--- src/rtl/divider_arbiter_pkg.sv ---
// rtl/divider_arbiter_pkg.sv - shared types and constants for the divider arbiter
package divider_arbiter_pkg;

    typedef enum logic [2:0] {
        ST_IDLE,
        ST_ISSUE,
        ST_LOAD,
        ST_WAIT,
        ST_DONE
    } state_e;

    localparam int OPW = 8;

    localparam logic [OPW-1:0]   DIVZ_QUOTIENT  = 8'hFF;
    localparam logic [2*OPW-1:0] TIMEOUT_RESULT = 16'h0000;

    // Divide-by-zero answer: saturated quotient, dividend passed through as remainder.
    function automatic logic [2*OPW-1:0] div0_result(input logic [OPW-1:0] dividend);
        return {DIVZ_QUOTIENT, dividend};
    endfunction

endpackage

--- src/rtl/divider_arbiter_rr_arbiter.sv ---
// rtl/divider_arbiter_rr_arbiter.sv - round-robin grant search starting at ptr
module rr_arbiter #(
    parameter int N  = 4,
    parameter int IW = 2
) (
    input  logic [N-1:0]  req,
    input  logic [IW-1:0] ptr,
    output logic [N-1:0]  grant,
    output logic [IW-1:0] idx,
    output logic          valid
);

    always_comb begin
        int j;
        j     = 0;
        grant = '0;
        idx   = '0;
        valid = 1'b0;
        for (int i = 0; i < N; i++) begin
            j = int'(ptr) + i;
            if (j >= N) begin
                j = j - N;
            end
            if (!valid && req[j]) begin
                grant[j] = 1'b1;
                idx      = IW'(j);
                valid    = 1'b1;
            end
        end
    end

endmodule

--- src/rtl/divider_arbiter.sv ---
// rtl/divider_arbiter.sv - shares one external divider among N_REQ requesters
module divider_arbiter
    import divider_arbiter_pkg::*;
#(
    parameter int N_REQ   = 4,
    parameter int TIMEOUT = 64
) (
    input  logic                 clk,
    input  logic                 reset,
    input  logic [N_REQ-1:0]     req_i,
    input  logic [16*N_REQ-1:0]  values_i,
    output logic [N_REQ-1:0]     ack_o,
    output logic [15:0]          result_o,
    output logic                 err_o,
    output logic                 busy_o,
    output logic                 div_reset_n,
    output logic                 div_req,
    output logic [15:0]          div_values,
    input  logic                 div_ack,
    input  logic [15:0]          div_result
);

    localparam int IW = (N_REQ > 1) ? $clog2(N_REQ) : 1;

    state_e             state_q, state_d;
    logic [IW-1:0]      ptr_q, ptr_d;
    logic [N_REQ-1:0]   gnt_q, gnt_d;
    logic [N_REQ-1:0]   ack_q, ack_d;
    logic [15:0]        div_values_q, div_values_d;
    logic [15:0]        result_q, result_d;
    logic               err_q, err_d;
    logic               div_req_q, div_req_d;
    logic               tmo_q, tmo_d;
    logic [7:0]         cnt_q, cnt_d;

    logic [N_REQ-1:0]   arb_grant;
    logic [IW-1:0]      arb_idx;
    logic               arb_valid;
    logic [15:0]        slice;

    rr_arbiter #(.N(N_REQ), .IW(IW)) u_rr_arbiter (
        .req   (req_i),
        .ptr   (ptr_q),
        .grant (arb_grant),
        .idx   (arb_idx),
        .valid (arb_valid)
    );

    always_comb begin
        slice = '0;
        for (int k = 0; k < N_REQ; k++) begin
            if (arb_grant[k]) begin
                slice = values_i[16*k +: 16];
            end
        end
    end

    always_comb begin
        state_d      = state_q;
        ptr_d        = ptr_q;
        gnt_d        = gnt_q;
        div_values_d = div_values_q;
        result_d     = result_q;
        err_d        = err_q;
        cnt_d        = cnt_q;
        ack_d        = '0;
        div_req_d    = 1'b0;
        tmo_d        = 1'b0;
        case (state_q)
            ST_IDLE: begin
                if (arb_valid) begin
                    gnt_d        = arb_grant;
                    ptr_d        = (arb_idx == IW'(N_REQ - 1)) ? '0 : arb_idx + 1'b1;
                    div_values_d = slice;
                    if (slice[OPW-1:0] == '0) begin
                        state_d  = ST_DONE;
                        result_d = div0_result(slice[2*OPW-1:OPW]);
                        err_d    = 1'b1;
                        ack_d    = arb_grant;
                    end else begin
                        state_d   = ST_ISSUE;
                        div_req_d = 1'b1;
                    end
                end
            end
            ST_ISSUE: state_d = ST_LOAD;
            ST_LOAD: begin
                state_d = ST_WAIT;
                cnt_d   = '0;
            end
            ST_WAIT: begin
                if (div_ack) begin
                    state_d  = ST_DONE;
                    result_d = div_result;
                    err_d    = 1'b0;
                    ack_d    = gnt_q;
                end else if (cnt_q == 8'(TIMEOUT - 1)) begin
                    // Last allowed WAIT cycle: abort and hold the divider in reset during DONE.
                    state_d  = ST_DONE;
                    result_d = TIMEOUT_RESULT;
                    err_d    = 1'b1;
                    ack_d    = gnt_q;
                    tmo_d    = 1'b1;
                end else begin
                    cnt_d = cnt_q + 8'd1;
                end
            end
            ST_DONE: state_d = ST_IDLE;
            default: state_d = ST_IDLE;
        endcase
    end

    always_ff @(posedge clk) begin
        if (reset) begin
            state_q      <= ST_IDLE;
            ptr_q        <= '0;
            gnt_q        <= '0;
            ack_q        <= '0;
            div_values_q <= '0;
            result_q     <= '0;
            err_q        <= 1'b0;
            div_req_q    <= 1'b0;
            tmo_q        <= 1'b0;
            cnt_q        <= '0;
        end else begin
            state_q      <= state_d;
            ptr_q        <= ptr_d;
            gnt_q        <= gnt_d;
            ack_q        <= ack_d;
            div_values_q <= div_values_d;
            result_q     <= result_d;
            err_q        <= err_d;
            div_req_q    <= div_req_d;
            tmo_q        <= tmo_d;
            cnt_q        <= cnt_d;
        end
    end

    assign ack_o       = ack_q;
    assign result_o    = result_q;
    assign err_o       = err_q;
    assign busy_o      = (state_q != ST_IDLE);
    assign div_req     = div_req_q;
    assign div_values  = div_values_q;
    assign div_reset_n = ~reset & ~tmo_q;

endmodule

--- config.mk ---
export PLATFORM = sky130hd
export DESIGN_NAME = divider_arbiter
export DESIGN_NICKNAME = d
export VERILOG_FILES = /design/src/rtl/divider_arbiter_pkg.sv /design/src/rtl/divider_arbiter_rr_arbiter.sv /design/src/rtl/divider_arbiter.sv
export SDC_FILE = /design/constraint.sdc
export NUM_CORES = 1
export LEC_CHECK = 0
export CAP_MARGIN = 30
export CELL_PAD_IN_SITES_DETAIL_PLACEMENT = 0
export CELL_PAD_IN_SITES_GLOBAL_PLACEMENT = 1
export CORE_ASPECT_RATIO = 1.25
export CORE_MARGIN = 1.5
export CORE_UTILIZATION = 33
export CTS_BUF_LIST = sky130_fd_sc_hd__clkbuf_4 sky130_fd_sc_hd__clkbuf_8 sky130_fd_sc_hd__clkbuf_16
export DETAILED_ROUTE_END_ITERATION = 7
export PLACE_DENSITY = 0.85
export SYNTH_ARGS = -nofsm -noshare
export SYNTH_HDL_FRONTEND = slang
export SYNTH_SLANG_ARGS = --single-unit
--- constraint.sdc ---
create_clock -name clk -period 4 [get_ports clk]
set_input_delay 0.4 -clock clk [delete_from_list [all_inputs] [get_ports clk]]
set_output_delay 0.4 -clock clk [all_outputs]
set_load 0.05 [all_outputs]
=== Yosys cells after proc, flatten, opt, wreduce, memory -nomap -nowiden ===
Index checks and enable logic that the tools add are counted.

* Add/sub/neg operators: 9
* $lt $le $gt $ge: 12
* Equal/unequal tests: 10
* Mux-type cells: 66
* Bitwise logic cells: 9
* Reductions and logical operators: 21

{| class="wikitable"
|+ Operators with widths
! kind !! number
|-
| 32-bit by 1-bit greater-or-equal comparator with 1-bit output (second input constant) || 4
|-
| 32-bit by 4-bit < comparator with 1-bit output (second input constant) || 4
|-
| 16-bit 2-to-1 mux || 8
|-
| 32-bit 2-to-1 mux || 4
|-
| 32-bit by 4-bit greater-or-equal comparator with 1-bit output (second input constant) || 3
|-
| 32-bit by 4-bit subtractor with 32-bit output (second input constant) || 3
|-
| 4-bit 2-to-1 mux || 8
|-
| 16-bit one-hot mux with 2 select lines || 1
|-
| 1-bit 2-to-1 mux || 22
|-
| 8-bit 2-to-1 mux || 2
|-
| 8-bit one-hot mux with 2 select lines || 1
|-
| 3-bit 2-to-1 mux || 4
|-
| 4-bit OR || 3
|-
| 3-bit one-hot mux with 4 select lines || 1
|-
| 2-bit 2-to-1 mux || 5
|-
| 8-bit by 1-bit adder with 8-bit output (second input constant) || 1
|-
| 1-bit binary-select mux with 2-bit select || 4
|-
| 1-bit demux with 2-bit select || 4
|-
| 8-bit by 6-bit == test with 1-bit output (second input constant) || 1
|-
| 8-bit logical NOT || 1
|-
| 2-bit inequality test (second input constant) || 4
|-
| 4-bit one-hot mux with 2 select lines || 1
|-
| 1-bit logical AND || 7
|-
| 2-bit by 2-bit adder with 3-bit output (second input constant) || 2
|-
| 19 further kinds || 29
|}

* Register bits after elaboration: 56
* Input port bits: 87
* Output and inout bits: 40
* Word-level logic and storage cells: 137

=== Logic depth before layout (Yosys ltp) ===
Gate-level depths: netlist of run 1.

* Word-level depth: 23
* Depth in mapped cells: 16

=== By module ===
A second synthesis of run 1 with hierarchy kept.

* Cells, all modules: 392
* Area total of the unflattened synthesis: 3280.6 um^2

{| class="wikitable"
|+ Modules (own cells, without submodules)
! module !! instances !! cells each !! area each (um^2) !! sequential area each (um^2)
|-
| divider_arbiter || 1 || 344 || 2820.2 || 1121.1
|-
| rr_arbiter || 1 || 48 || 460.4 || 0.0
|}

=== Least setup slack after synthesis of run 1 ===
OpenSTA, ideal clock, no wires.

* Path kind: flip-flop to flip-flop
* From: register ptr_q[1]
* To: register result_q[0], in the netlist result_o[0]
* Library setup time: 0.126 ns
* Arrival time: 3.547 ns
* Data required time: 3.874 ns
* Path slack: 0.327 ns
* Stages on the path, launching flop included: 16
* Path through: dfxtp_1 -> clkbuf_1 -> inv_1 -> ha_1 -> buf_2 -> or3b_1 -> a2111o_1 -> a21o_1 -> o21ai_0 -> buf_2 -> nor3b_1 -> o221ai_1 -> o2111ai_2 -> nor3_4 -> buf_6 -> o211ai_1

* Cells in the longest elaborated chain, start to end: 22

{| class="wikitable"
|+ Ends and longest elaborated chain
! what !! line !! text
|-
| start: declaration || divider_arbiter.sv:26 || <nowiki>logic [IW-1:0] ptr_q, ptr_d;</nowiki>
|-
| start signal: assignment || divider_arbiter.sv:127 || <nowiki>ptr_q <= ptr_d;</nowiki>
|-
| branches (longest 22 deep; another with 32-bit by 4-bit subtractor with 32-bit output) || -- ||
|-
| end signal: assignment || divider_arbiter.sv:131 || <nowiki>result_q <= result_d;</nowiki>
|-
| end: declaration || divider_arbiter.sv:30 || <nowiki>logic [15:0] result_q, result_d;</nowiki>
|}

Several ways; the timed one is not identified. The select of a mux whose other input is x is not followed.
A chain may end at the register's enable or synchronous reset.

=== Worst setup path in the final report of run 1 ===
* From: register ptr_q[1]
* To: register result_q[1], in the netlist result_o[1]

The elaborated chain is that of the path after synthesis.

==> impl_results.md, run 1 <==
* H-Tree Depth at 2
* Syn Inst Count at 473
* Final non-filler cell area at 0.00533 sq mm
* Post-synthesis sequential area ratio at 30.3%
* Cell Area, Synth at 0.00370 sq mm
* P per Cell Area at 719 mW/mm^2
* Max Used Layer: met4
* CTS tree: built
* Post-Layout Cell Count at 728
* Synth area leaders: dfxtp_1 (30%), nand2_1 (6.1%), a21oi_1 (5.1%)
* WP data required at 4.17 ns
* GPL Wtd Cong at 0.913
* Area share of the largest cell type after synthesis at 30.3%
* Worst Setup EP: result_o[1]$_SDFFE_PP0P_
* Worst R2R Start: ptr_q[1]$_SDFFE_PP0P_
* Final wirelength at 12.5 mm
* Synth unique cells at 59
* Most area-hungry cell type in the Yosys netlist: dfxtp_1
* # clock sinks at 56
* Ports at 127
* Hold_buf cts at 0
* PortBufs at 126
* Critical path startpoint: ptr_q[1]$_SDFFE_PP0P_
* Max_slew headroom at 49.5%
* Starting Density at 33.5%
* Worst r2r path cells at 13
* Critical R2R Capture: result_o[1]$_SDFFE_PP0P_
* Number of global-route vias before repair at 3920
* Achievable frequency at 0.269 GHz
* Nets@finish at 687
* Total congestion overflow at 0
* Die height at 121 microns
* Yosys Warn Count at 0
* Gr usage total at 20.4%
* Critical Path AT at 3.89 ns
* First-pass GRT wire length at 19.7 mm
* EDFF count, synth at 0
* Clk Latency, worst-skew pair at 0.29 ns
* Pwr Total at 3.83 mW
* Most common cell in the synthesized netlist: nand2_1
* Setup_tns at 0 ns
* Ys async rst share at 0%
* Die ar. at 0.0119 sq mm
* Synth top cells by count: nand2_1 (60), dfxtp_1 (56), nor2_1 (41)
* Met3 WL at 868 microns
* Lkg Pwr at 1.95 nW
* Worst IR Drop VDD at 0.352 mV
* Max_cap viols at 0
* Worst setup margin at 0.278 ns
* M1 WL at 5.04 mm
* Largest net degree at the start of global routing at 54
* Tcrit/Tclk final at 93.0%
* DP HPWL at 9.35 mm
* Tmin final at 3.72 ns
* Slew Viols, Final at 0
* DRT Pass-1 Iters at 7
* Clock Tree Root: clkbuf_16
* Syn_nets at 568
* Routed Antenna Nets at 0
* Worst-path fanout max at 15
* Setup WS pre-CTS at 0.0739 ns
* Final hold viol count at 0
* Core area at 0.0110 sq mm
* Crit end category: register
* WL/cell at 17.1 microns
* Syn_area_per_cell at 7.82 sq um
* Setup CP Type: reg -> reg
* Cells after DPL at 718
* Worst Setup Start Kind: register
* DR iter-0 viols at 239
* Met2 wire length at 6.21 mm
* Vias at 4080
* Commonest register cell after synthesis: dfxtp_1
* Die width at 97.7 microns
* Reg clk slew, reported paths at 0.07 ns
* Status: complete, no violations
* Vias per cell at 5.60
* RSZ-0062 raised after global routing: false
* Synth-to-layout area growth at 44.0%
* Worst min-delay path class: reg -> reg
* FF+latch count, synth at 56
* CTS Buf Count at 5
* Initial antenna violation count at 0
* Share of layout cells above drive strength 1 at 8.77%
* Final Skew at 0.00245 ns
* Row count at 43
* Maximum root-to-sink buffer count at 2
* Actual slew at the worst max-slew pin at 0.757 ns
* Ant. Diodes at 0
* Reg-to-reg setup timing slack at 0.28 ns
* Hold path startpoint: div_values[11]$_SDFFE_PP0P_
* Residual DRC at 0
* Dpl cell area at 0.00514 sq mm
* Final Setup Violations at 0
[worst min-delay path by stage]
stage	endpoint	slack (ns)	depth (start not counted)
floorplan	ack_o[1]$_SDFF_PP0_	0.44	2
global placement	div_values[15]$_SDFFE_PP0P_	0.45	2
detailed placement	div_values[15]$_SDFFE_PP0P_	0.45	2
CTS	div_values[15]$_SDFFE_PP0P_	0.46	2
global route	cnt_q[1]$_SDFFE_PP0P_	0.49	2
finish	div_values[11]$_SDFFE_PP0P_	0.46	2
[power breakdown]
| group | switching, mW | internal [mW] | leakage, nW |
|---|---|---|---|
| logic | 1.63 | 0.942 | 1.41 |
| clock network | 0.190 | 0.264 | 0.0780 |
| registers | 0.0977 | 0.707 | 0.458 |
| total | 1.92 | 1.91 | 1.95 |
[timing repair]
item	4_1_cts	5_1_grt
buffers inserted	0	1
setup endpoints to repair	0	23
resized for setup	0	2
hold endpoints to repair	0	0
[layer usage]
metal	vias up	global-route usage, %
met5	-	0
met4	0	6.61
met3	23	3.92
met2	159	36.4
met1	1900	24.6
li1	1998	-
[cells in the final DEF, fill, tap and decap left out, types with 5 or more instances in the layout]
cell type        netlist  final
buf_4                  1     27
and3_1                 5      5
ha_1                   8      7
nor2_1                41     40
a22oi_1                5      5
o211ai_1              20     20
a221oi_1               5      5
nand3b_1               7      7
dfxtp_1               56     56
o221ai_1              13     13
o21ai_0               16     16
o21a_1                 7      7
o31a_1                 9      9
xor2_1                 5      5
nand2_1               60     60
a211oi_1              18     18
clkbuf_16              0      5
nand2b_1               6      6
nand4_1               11     11
inv_1                 17     17
a21oi_1               38     38
clkdlybuf4s50_1        0    125
nor3_1                11     11
nand3_1                5      5
a21o_1                 5      5
[kinds of logic (layout without fill, tap and decap cells)]
kind of cell,after synthesis,after routing,synth area share [%]
adders and majority gates,8,8,2.71
muxes,7,8,2.37
buffers and inverters,60,179,7.27
DFF,56,56,30.3
AOI/OAI and AO/OA,164,164,32.8
xor gates and xnor gates,8,8,1.89
and+or+nand+nor,170,170,22.6
[registers in the layout, summed over array words and instances, names as in the netlist, named ones only]
name        flops
div_req         1
ack_o           4
tmo_q           1
gnt_q           4
err_o           1
result_o       16
state_q         3
ptr_q           1
cnt_q           8
div_values     16
[final cells by class]
class	instances	area (sq um)
Clock buffer	8	154
Multi-Input combinational cell	358	2340
Fill cell	1094	5700
Inverter	17	63.8
Tap cell	135	169
Timing Repair Buffer	154	1480
Sequential cell	56	1120
[stage by stage]
| stage | hold slack, ns | utilization [%] |
|---|---|---|
| after global placement | 0.450 | 46.6 |
| final | 0.462 | 48.3 |
| after floorplan | 0.444 | - |
| after detailed placement | 0.453 | 46.6 |
| after global routing | 0.491 | 48.3 |
| after CTS | 0.462 | 48.0 |
[critical path, cell delays in order (launching register included)]
cell,delay [ns]
dfxtp_1,0.33
inv_1,0.11
ha_2,0.50
mux4_2,0.45
or3b_1,0.38
a21oi_1,0.32
a2111o_1,0.22
buf_4,0.17
nand2b_1,0.07
a21oi_1,0.22
o2111ai_2,0.28
nor3_4,0.28
buf_12,0.17
o211ai_1,0.10
No activity file was read; power rests on OpenSTA's default activity.
==> run 2, diff against run 1 <==
- CTS_BUF_LIST: sky130_fd_sc_hd__clkbuf_4 sky130_fd_sc_hd__clkbuf_8 sky130_fd_sc_hd__clkbuf_16 -> default
==> run 2 against run 1 <==
Net effect:
- first-iteration DRC count decreased by 15%
- combinational power hardly changed
- final area shrank 0.14%
- clock skew increased by 0.0019 ns
- wire length shrank 0.12%
- critical path type unchanged
- fmax grew 0.28%
- count of clock-buffer cells in the layout unchanged
- die area is the same
- register-to-register slack is essentially flat
- critical path depth down 1
- flip-flop and latch count unchanged
- final cell count unchanged
==> impl_results.md, run 2 (synthesis results as in run 1) <==
* Status: complete, no violations
* Multi-input logic area at 0.00234 sq mm
* Final wirelength at 12.4 mm
* Starting Density at 33.5%
* Vias per cell at 5.59
* Clock Tree Root: clkbuf_16
* Max_slew headroom at 49.2%
* Final Setup Violations at 0
* Switching Power at 1.91 mW
* Row count at 43
* Core area at 0.0110 sq mm
* CP max-delay cell: ha_2
* Register area at 0.00112 sq mm
* First-pass GRT wire length at 19.7 mm
* GPL Wtd Cong at 0.913
* Commonest cells after routing, fill and taps aside: clkdlybuf4s50_1 (125), nand2_1 (60), dfxtp_1 (56)
* CTS Buf Count at 5
* Initial antenna violation count at 0
* P per Cell Area at 717 mW/mm^2
* Tmin final at 3.71 ns
* CP Cell Sequence: inv_1 > ha_2 > mux4_2 > or3b_1 > a21oi_1 > a2111o_1 > buf_4 > nand2b_1 > a21oi_1 > o2111ai_2 > o311ai_0 > a21oi_1
* Ports at 127
* Worst Setup Start Kind: register
* Final hold viol count at 0
* Synth-to-layout area growth at 43.8%
* Max Used Layer: met4
* Setup_tns at 0 ns
* Crit path largest cell delay at 0.50 ns
* Worst min-delay path class: reg -> reg
* WP data required at 4.15 ns
* RSZ-0062 raised after global routing: false
* Internal power at 1.90 mW
* DRT Pass-1 Iters at 8
* Nets@finish at 687
* Clock power share at 11.5%
* Reg clk slew, reported paths at 0.07 ns
* Residual DRC at 0
* Comb pwr share at 67.4%
* WL/cell at 17.1 microns
* M1 WL at 5.09 mm
* Crit end category: register
* Largest net degree at the start of global routing at 54
* Lkg Pwr at 1.94 nW
* Die height at 121 microns
* Die width at 97.7 microns
* Worst IR Drop VDD at 0.352 mV
* Maximum root-to-sink buffer count at 2
* FILL cells at 1098
* Gr usage total at 20.4%
* Tcrit/Tclk final at 92.8%
* Commonest non-fill, non-tap cell in the layout: clkdlybuf4s50_1
* Share of layout cells above drive strength 1 at 8.43%
* Slew Viols, Final at 0
* CP most frequent cell: a21oi_1
* Flop pwr share at 21.1%
* Worst-path fanout max at 11
* CTS tree: built
* Switching portion of total power at 50.2%
* Actual slew at the worst max-slew pin at 0.762 ns
* Ant. Diodes at 0
* Final Skew at 0.00432 ns
* # clock sinks at 56
* DR iter-0 viols at 203
* Total congestion overflow at 0
* Setup CP Type: reg -> reg
* Vias at 4068
* DP HPWL at 9.35 mm
* Clk Latency, worst-skew pair at 0.29 ns
* PortBufs at 126
* H-Tree Depth at 2
* Hold_buf cts at 0
* Max_cap viols at 0
* Routed Antenna Nets at 0
* Achievable frequency at 0.269 GHz
* Met3 WL at 824 microns
* Die ar. at 0.0119 sq mm
* Number of global-route vias before repair at 3920
* Met2 wire length at 6.21 mm
* Critical Path AT at 3.86 ns
* Finished Core Util at 48.2%
[run 2: cell count changes in the layout (fill, tap and decap cells not counted)]
cell / previous run / this run
clkbuf_4: 2 / 0
clkbuf_1: 0 / 2
[run 2: what timing repair did]
item | 4_1_cts | 5_1_grt
endpoints found under the hold margin | 0 | 0
setup buffers | 0 | 1
gates resized for setup | 0 | 2
endpoints found under the setup margin | 0 | 23
[run 2: final timing paths]
path | from | depth (start not counted) | end | slack [ns]
worst max-delay path | ptr_q[1]$_SDFFE_PP0P_ | 12 | result_o[7]$_SDFFE_PP0P_ | 0.29
worst min-delay path | div_values[15]$_SDFFE_PP0P_ | 2 | div_values[15]$_SDFFE_PP0P_ | 0.46
worst max register to register | ptr_q[1]$_SDFFE_PP0P_ | 12 | result_o[7]$_SDFFE_PP0P_ | 0.29
worst min register to register | div_values[15]$_SDFFE_PP0P_ | 2 | div_values[15]$_SDFFE_PP0P_ | 0.46
[run 2: worst max-delay path, delay by kind of cell (launching register included)]
family / cells / cell delay [ns]
flip-flops: 1 / 0.33
multiplexers: 1 / 0.45
AND/OR/NAND/NOR: 2 / 0.45
adder cells (fa/ha/maj): 1 / 0.50
buffers and inverters: 2 / 0.28
AO/OA/AOI/OAI: 6 / 1.57
[run 2: final cells by class]
type | instances | share of cell area (%)
tap | 135 | 3.17
inverter | 17 | 1.20
clock buffer | 8 | 2.75
timing repair buffer | 154 | 27.8
sequential | 56 | 21.1
multi-input combinational | 358 | 44.0
[run 2: per-stage QoR]
step | instances | hold slack [ns] | power [mW] | cell area [sq um] | setup WS (ns)
after floorplan | 473 | 0.444 | 2.56 | 3700 | 0.327
after global placement | 718 | 0.450 | 3.29 | 5140 | 0.207
after detailed placement | 718 | 0.453 | 3.32 | 5140 | 0.0739
after CTS | 726 | 0.462 | 3.78 | 5280 | 0.184
after global routing | 728 | 0.491 | 4.08 | 5320 | 0.0107
final | 728 | 0.464 | 3.81 | 5320 | 0.289
[run 2: power groups by stage]
| stage | clock network, mW | logic, mW | registers [mW] |
|---|---|---|---|
| 2_1_floorplan | 0 | 1.38 | 1.17 |
| 3_3_place_gp | 0 | 2.48 | 0.811 |
| 3_5_place_dp | 0 | 2.51 | 0.814 |
| 4_1_cts | 0.449 | 2.52 | 0.805 |
| 5_1_grt | 0.472 | 2.79 | 0.822 |
| 6_report | 0.440 | 2.57 | 0.805 |
[run 2: routing by layer]
layer	up-vias	track usage, %
li1	1990	-
met4	0	6.34
met3	21	3.92
met1	1901	24.5
met2	156	36.5
met5	-	0
==> run 3, diff against run 2 <==
- ABC_CLOCK_PERIOD_IN_PS: default -> 4000
- GPL_ROUTABILITY_DRIVEN: default -> 0
==> run 3 against run 2 <==
Net effect:
- sequential power about the same
- fmax down 1.1%
- clock skew about the same
==> impl_results.md, run 3 (synthesis results as in run 1) <==
* Worst Setup Start Kind: register
* PortBufs at 126
* Total congestion overflow at 0
* Vias at 4059
* Setup WS pre-CTS at 0.0695 ns
* Worst IR Drop VDD at 0.312 mV
* Max_slew headroom at 50.7%
* Worst r2r path cells at 12
* Setup_tns at 0 ns
* Gr usage total at 20.0%
* Die width at 97.7 microns
* Worst setup margin at 0.246 ns
* Clk Latency, worst-skew pair at 0.29 ns
* Critical R2R Capture: result_o[7]$_SDFFE_PP0P_
* Final Skew at 0.00430 ns
* Crit path largest cell delay at 0.45 ns
* DRT Pass-1 Iters at 5
* Critical Path AT at 3.91 ns
* Worst min-delay path class: reg -> reg
* Status: complete, no violations
* Initial antenna violation count at 0
* Starting Density at 33.5%
* CP Cell Sequence: inv_1 > ha_1 > or3b_1 > a2111o_1 > a21o_1 > o21ai_0 > buf_4 > nor3b_1 > o221ai_1 > o2111ai_2 > o311ai_0 > a21oi_1
* Routed Antenna Nets at 0
* Share of layout cells above drive strength 1 at 8.29%
* H-Tree Depth at 2
* Tcrit/Tclk final at 93.9%
* Synth-to-layout area growth at 42.9%
* Number of global-route vias before repair at 3852
* Actual slew at the worst max-slew pin at 0.739 ns
* Worst hold margin at 0.473 ns
* Worst-path fanout max at 12
* Final hold viol count at 0
* Hold path cells at 2
* Ant. Diodes at 0
* Tmin final at 3.75 ns
* Max_cap viols at 0
* CTS tree: built
* Lkg Pwr at 1.93 nW
* P per Cell Area at 719 mW/mm^2
* Hold_buf cts at 0
* Commonest non-fill, non-tap cell in the layout: clkdlybuf4s50_1
* Slew Viols, Final at 0
* Final wirelength at 12.2 mm
* Hold path endpoint: div_values[15]$_SDFFE_PP0P_
* Hold path startpoint: div_values[15]$_SDFFE_PP0P_
* # clock sinks at 56
* RSZ-0062 raised after global routing: false
* # Post-CTS Setup Buffers at 0
* Post-CTS Resized at 0
* Residual DRC at 0
* Final Setup Violations at 0
* Crit end category: register
* WL/cell at 16.8 microns
* Maximum root-to-sink buffer count at 2
* Commonest cells after routing, fill and taps aside: clkdlybuf4s50_1 (125), nand2_1 (60), dfxtp_1 (56)
* CP max-delay cell: o311ai_0
* Core area at 0.0110 sq mm
* CTS Buf Count at 5
* Nets@finish at 685
* Vias per cell at 5.59
* Largest net degree at the start of global routing at 54
* Row count at 43
* Achievable frequency at 0.266 GHz
* Reg clk slew, reported paths at 0.07 ns
* Reg-to-reg setup timing slack at 0.25 ns
* Ports at 127
* WP data required at 4.15 ns
* Die ar. at 0.0119 sq mm
* DR iter-0 viols at 266
* Setup CP Type: reg -> reg
* Clock Tree Root: clkbuf_16
* First-pass GRT wire length at 19.2 mm
* DP HPWL at 9.39 mm
* Die height at 121 microns
* Finished Core Util at 47.9%
[run 3: cell types whose count changed in the layout (fill, tap and decap cells not counted)]
cell	previous run	this run
ha_1	7	8
buf_4	27	26
clkbuf_1	2	0
o2111a_1	0	1
o2111a_2	1	0
mux4_1	1	0
ha_2	1	0
clkinv_2	0	2
[run 3: stage by stage]
| stage | area [sq um] | total power, mW | cells |
|---|---|---|---|
| after global placement | 5130 | 3.29 | 717 |
| after global routing | 5290 | 4.04 | 726 |
| final | 5290 | 3.80 | 726 |
| after CTS | 5280 | 3.78 | 725 |
| after floorplan | 3700 | 2.56 | 473 |
| after detailed placement | 5130 | 3.33 | 717 |
[run 3: power breakdown]
part / total [mW] / switching [mW] / internal, mW / leakage (nW)
sequential: 0.806 / 0.0986 / 0.707 / 0.458
combinational: 2.55 / 1.62 / 0.931 / 1.40
clock: 0.438 / 0.191 / 0.247 / 0.0766
total: 3.80 / 1.91 / 1.88 / 1.93
[run 3: layout make-up]
type                            instances  area (sq um)
Tap cell                              135           169
Fill cell                            1099          5740
Inverter                               17          63.8
Timing Repair Buffer                  153          1470
Clock buffer                            6           139
Clock inverter                          2          10.0
Sequential cell                        56          1120
Multi-Input combinational cell        357          2310
[run 3: critical path, delay by kind of cell (launching register included)]
family / cells / cell delay (ns)
DFF: 1 / 0.33
AOI/OAI and AO/OA: 7 / 2.14
buffers and inverters: 2 / 0.33
adders and majority gates: 1 / 0.37
and+or+nand+nor: 2 / 0.45
[run 3: worst max-delay path by stage]
stage | to | depth (start not counted) | slack [ns] | startpoint
floorplan | result_o[0]$_SDFFE_PP0P_ | 15 | 0.33 | ptr_q[1]$_SDFFE_PP0P_
global placement | result_o[5]$_SDFFE_PP0P_ | 13 | 0.16 | req_i[0]
detailed placement | result_o[6]$_SDFFE_PP0P_ | 14 | 0.07 | req_i[0]
CTS | result_o[6]$_SDFFE_PP0P_ | 13 | 0.29 | register
global route | result_o[3]$_SDFFE_PP0P_ | 12 | 0.001 | register
finish | result_o[7]$_SDFFE_PP0P_ | 12 | 0.25 | register
[run 3: per-layer routing]
metal	vias to the layer above	share of wire (%)	global-route usage, %
li1	1997	-	-
met1	1890	42	24.3
met2	154	50	35.3
met3	18	6.7	4.44
met4	0	2.1	5.98
met5	-	0	0
